[src/rtl/i2s_rx.sv]
// I2S receiver: oversamples bclk/lrclk/data in the iclk domain and delivers
// left/right sample pairs through a valid/ready register with sticky error flags.
module i2s_rx #(
   parameter int unsigned WIDTH = 16
) (
   input  logic             iclk,
   input  logic             rst_n,
   input  logic             enable,
   input  logic             io_i2s_bclk,
   input  logic             io_i2s_lrclk,
   input  logic             io_i2s_data,
   output logic [WIDTH-1:0] out_left,
   output logic [WIDTH-1:0] out_right,
   output logic             out_valid,
   input  logic             out_ready,
   output logic             overrun,
   output logic             frame_err,
   input  logic             err_clr
);

   localparam int unsigned CW = $clog2(WIDTH + 1);

   typedef enum logic [1:0] {
      S_IDLE  = 2'd0,
      S_SYNC  = 2'd1,
      S_LEFT  = 2'd2,
      S_RIGHT = 2'd3
   } state_t;

   state_t           r_state;
   state_t           w_state_nxt;
   logic [1:0]       r_bclk_s;
   logic [1:0]       r_lr_s;
   logic [1:0]       r_dat_s;
   logic             r_bclk_prev;
   logic             r_lr_prev;
   logic [CW-1:0]    r_cnt;
   logic [WIDTH-2:0] r_shift;
   logic [WIDTH-1:0] r_left_stage;
   logic             r_left_ok;
   logic [WIDTH-1:0] r_left;
   logic [WIDTH-1:0] r_right;
   logic             r_valid;
   logic             r_overrun;
   logic             r_frame_err;

   logic             w_lr;
   logic             w_dat;
   logic             w_edge;
   logic             w_chg;
   logic             w_run;
   logic             w_cap;
   logic             w_done;
   logic             w_short;
   logic             w_push;
   logic             w_load;
   logic [WIDTH-1:0] w_word;

   // Two-flop synchronizers plus previous bclk for rising-edge detection
   always_ff @(posedge iclk or negedge rst_n) begin
      if (!rst_n) begin
         r_bclk_s    <= 2'b00;
         r_lr_s      <= 2'b00;
         r_dat_s     <= 2'b00;
         r_bclk_prev <= 1'b0;
      end else begin
         r_bclk_s    <= {r_bclk_s[0], io_i2s_bclk};
         r_lr_s      <= {r_lr_s[0], io_i2s_lrclk};
         r_dat_s     <= {r_dat_s[0], io_i2s_data};
         r_bclk_prev <= r_bclk_s[1];
      end
   end

   assign w_lr    = r_lr_s[1];
   assign w_dat   = r_dat_s[1];
   assign w_edge  = r_bclk_s[1] & ~r_bclk_prev;
   assign w_chg   = w_edge & (w_lr != r_lr_prev);
   assign w_run   = (r_state == S_LEFT) || (r_state == S_RIGHT);
   assign w_cap   = w_edge & ~w_chg & w_run & (r_cnt < CW'(WIDTH));
   assign w_done  = w_cap & (r_cnt == CW'(WIDTH - 1));
   assign w_word  = {r_shift, w_dat};
   assign w_short = enable & w_chg & w_run & (r_cnt < CW'(WIDTH));
   // A right word only forms a pair when the left slot of the same frame was complete
   assign w_push  = enable & w_done & (r_state == S_RIGHT) & r_left_ok;
   assign w_load  = w_push & (~r_valid | out_ready);

   always_ff @(posedge iclk or negedge rst_n) begin
      if (!rst_n) begin
         r_state <= S_IDLE;
      end else begin
         r_state <= w_state_nxt;
      end
   end

   always_comb begin
      w_state_nxt = r_state;
      if (!enable) begin
         w_state_nxt = S_IDLE;
      end else begin
         case (r_state)
            S_IDLE:  w_state_nxt = S_SYNC;
            S_SYNC:  if (w_chg && !w_lr) w_state_nxt = S_LEFT;
            S_LEFT:  if (w_chg) w_state_nxt = S_RIGHT;
            S_RIGHT: if (w_chg) w_state_nxt = S_LEFT;
            default: w_state_nxt = S_IDLE;
         endcase
      end
   end

   // Bit counter, shift register and left staging
   always_ff @(posedge iclk or negedge rst_n) begin
      if (!rst_n) begin
         r_lr_prev    <= 1'b0;
         r_cnt        <= '0;
         r_shift      <= '0;
         r_left_stage <= '0;
         r_left_ok    <= 1'b0;
      end else begin
         if (w_edge) r_lr_prev <= w_lr;
         if (!enable) begin
            r_cnt     <= '0;
            r_left_ok <= 1'b0;
         end else if (w_chg) begin
            r_cnt <= '0;
            if (!w_lr) r_left_ok <= 1'b0;
         end else if (w_cap) begin
            r_shift <= w_word[WIDTH-2:0];
            r_cnt   <= r_cnt + CW'(1);
            if (w_done && (r_state == S_LEFT)) begin
               r_left_stage <= w_word;
               r_left_ok    <= 1'b1;
            end
         end
      end
   end

   // Output pair register and sticky flags (set beats clear)
   always_ff @(posedge iclk or negedge rst_n) begin
      if (!rst_n) begin
         r_left      <= '0;
         r_right     <= '0;
         r_valid     <= 1'b0;
         r_overrun   <= 1'b0;
         r_frame_err <= 1'b0;
      end else begin
         if (w_load) begin
            r_left  <= r_left_stage;
            r_right <= w_word;
            r_valid <= 1'b1;
         end else if (r_valid && out_ready) begin
            r_valid <= 1'b0;
         end
         if (w_push && r_valid && !out_ready) r_overrun <= 1'b1;
         else if (err_clr)                    r_overrun <= 1'b0;
         if (w_short)      r_frame_err <= 1'b1;
         else if (err_clr) r_frame_err <= 1'b0;
      end
   end

   assign out_left  = r_left;
   assign out_right = r_right;
   assign out_valid = r_valid;
   assign overrun   = r_overrun;
   assign frame_err = r_frame_err;

endmodule

[config.mk]
export PLATFORM = sky130hd
export DESIGN_NAME = i2s_rx
export DESIGN_NICKNAME = d
export VERILOG_FILES = /design/src/rtl/i2s_rx.sv
export SDC_FILE = /design/constraint.sdc
export NUM_CORES = 1
export LEC_CHECK = 0
export CAP_MARGIN = 15
export CORE_ASPECT_RATIO = 1.75
export CORE_MARGIN = 8
export CORE_UTILIZATION = 50
export CTS_CLUSTER_DIAMETER = 40
export DETAILED_ROUTE_END_ITERATION = 16
export GPL_TIMING_DRIVEN = 0
export PLACE_DENSITY_LB_ADDON = 0.3
export RECOVER_POWER = 25
export SYNTH_ARGS = -nofsm -noshare
export SYNTH_HDL_FRONTEND = slang
export SYNTH_SLANG_ARGS = --single-unit
[constraint.sdc]
create_clock -name iclk -period 3.1 [get_ports iclk]
set_input_delay 0.93 -clock iclk [delete_from_list [all_inputs] [get_ports iclk]]
set_output_delay 0.93 -clock iclk [all_outputs]
set_load 0.005 [all_outputs]
==> out/qor.yml <==
outcome:
  outcome: "finished, final reports clean"
global_route:
  grt_max_degree: 70
  track_usage_pct: 13.7
  grt_pass1_vias: 2064
  antenna_found_initial: 0
  grt_pass1_wl_mm: 10.4
  grt_overflow_total: 0
logic_synthesis:
  synth_cell_types: 36
  ys_seq_elements: 82
  async_flop_share_pct: 100
  synth_warnings: 0
  syn_area_sq_um: 3360
  synthFlopType: "dfrtp_1"
  ys_seq_area_share_pct: 61.0
  synth-edff-count: 0
  synth_nets: 220
  postSynthAreaPerCell_sq_um: 16.0
  syn_inst: 210
setup_path:
  crit_path_frequent_cell: "ha_1"
  path_buf_inv: 1
  critPathMaxStageDelay_ns: 0.45
  cp_max_fo: 10
  arrival_ns: 2.54
  critPathLaunchType: "flop"
  worstSetupPathType: "reg2reg"
  critPathRequiredTime_ns: 3.31
  crit_family: "simple AND/OR/NAND/NOR gates"
  crit_slowest_cell: "nor4b_4"
  cp_cell_sequence: "ha_1, and3_1, ha_1, nand4_1, nor4b_4, buf_6, mux2_4"
  end_kind: "flop"
clocking:
  cts_buffers: 9
  clock_path_buffers: 2
  postCtsSetupRepairBufs: 0
  ctsRootBufferMaster: "clkbuf_16"
  clk-insertion-delay-late_ns: 0.33
  clkTransAtPathRegs_ns: 0.05
  cts_tree: "built"
  ctsResizeCount: 0
  cts.sinks: 82
  hold_buffers: 0
  h-tree-depth: 3
timing:
  final.period_utilization_pct: 75.0
  fin_ws_ns: 0.775
  clock.fmax_mhz: 430
  slew-limit-headroom_pct: 45.0
  tightest_slew_ns: 0.825
  finalSetupViolCount: 0
  rsz0062_at_grt: "false"
  finClkSkew_ns: 0.00473
  period_needed_ns: 2.33
  slew_violations: 0
  hold_viol_final: 0
floorplanning:
  die_h_um: 124
  start_util_pct: 51.4
  dieArea_sq_um: 9710
  die_x_um: 78.0
  coreArea_sq_um: 6540
  rows: 39
  pin_count: 43
detailed_routing:
  drt_iter0_markers: 84
  drtAntennaViolNets: 0
  drc: 0
  wire_per_inst_um: 17.5
  dr.pass1.iters: 4
  num_vias: 1867
  routed_wl_mm: 6.12
  routed_via_density: 5.33
final_layout:
  multiInputGateArea_sq_um: 1220
  layout-drive-gt1-share_pct: 34.7
  n_antenna_cell: 0
  layout.area.seq_sq_um: 2050
  synthToLayoutAreaGrowth_pct: 24.8
  fill_cells: 504
  nets: 273
  fin_util_pct: 64.2
place:
  place_congestion: 0.871
  port_buffers: 41
  hpwl_mm: 4.15
  post-place-ws_ns: 0.463
power_and_ir_drop:
  worst_ir_drop_vdd_v: 0.000363
  leakagePower_nw: 1.96
  cellPowerDensity_nw_per_um2: 531
worst_hold_path:
  hold_class: "reg2reg"
flow_run:
  max_cap_violations: 0
[final timing paths]
path / startpoint / end / slack (ns) / cells past startpoint
worst max-delay path: r_cnt[0] / out_right[0] / 0.77 / 7
worst min-delay path: r_lr_s[0] / r_lr_s[1] / 0.35 / 0
worst max register to register: r_cnt[0] / out_right[0] / 0.77 / 7
worst min register to register: r_lr_s[0] / r_lr_s[1] / 0.35 / 0
max in group asynchronous: rst_n / r_shift[8] / 1.63 / 2
min in group asynchronous: rst_n / out_left[1] / 0.67 / 1
[report_power, final]
part	total, W	internal (W)	switching, W
clock	0.00105	0.000667	0.000380
sequential	0.00110	0.00109	0.0000156
combinational	0.0000782	0.0000289	0.0000493
[cell usage after synthesis (all sizes together) (2+ instances only)]
cell type | n | area, sq um
dfrtp | 82 | 2050
mux2 | 63 | 822
nand2 | 8 | 30.0
buf | 7 | 66.3
o21ai | 6 | 30.0
inv | 5 | 18.8
nand3 | 5 | 30.0
nand2b | 4 | 25.0
nand3b | 3 | 22.5
ha | 2 | 25.0
nand4bb | 2 | 22.5
o22ai | 2 | 12.5
[final cells by class]
class | count | share of cell area [%]
clock inverters | 2 | 0.835
multi-input cells | 115 | 29.1
plain buffers | 8 | 1.67
well taps | 82 | 2.45
flip-flops and latches | 82 | 48.9
clock buffers | 14 | 6.29
inverters | 5 | 0.447
repair buffers | 42 | 10.3
[state kept, by name, summed over array words and instances, names as in the netlist]
name          flops
frame_err         1
out_right        16
r_shift          15
r_state           2
r_left_stage     16
out_valid         1
r_bclk_s          2
r_lr_prev         1
r_bclk_prev       1
overrun           1
r_left_ok         1
out_left         16
r_lr_s            2
r_dat_s           2
r_cnt             5
[cell families after synthesis]
family / after synthesis / share of synthesized area, %
buf+inv: 13 / 2.64
mux: 64 / 24.7
fa+ha+maj: 2 / 0.744
xor+xnor: 2 / 0.968
compound gates: 17 / 3.46
simple gates: 30 / 6.40
flops: 82 / 61.0
[routing by layer]
metal | up-vias | wire [um] | global-route usage, % | share of wire (%)
met3 | 12 | 275 | 5.27 | 4.5
li1 | 853 | - | - | -
met1 | 961 | 2470 | 15.0 | 40
met4 | 0 | 140 | 6.59 | 2.3
met2 | 41 | 3240 | 22.6 | 53
met5 | - | 0 | 0 | 0
[metrics by stage]
step           total power (W)  instance area [sq um]  TNS [ns]  instances  hold slack [ns]
2_1_floorplan          0.00115                   3360         0        210            0.331
3_3_place_gp           0.00119                   3870   -140.45        333            0.331
3_5_place_dp           0.00120                   3900         0        334            0.336
4_1_cts                0.00226                   4200         0        350            0.348
5_1_grt                0.00231                   4200         0        350            0.358
6_report               0.00223                   4200         0        350            0.352
[cell usage in the layout (no fill, tap or decap), drive strengths merged, types with 2 or more instances in the layout]
cell type and count:
dfrtp 82, mux2 63, clkdlybuf4s50 39, clkbuf 16
nand2 8, buf 8, o21ai 6, inv 5
nand3 5, nand2b 4, nand3b 3, nand4bb 2
o22ai 2, ha 2
No activity file was read; power rests on OpenSTA's default activity.
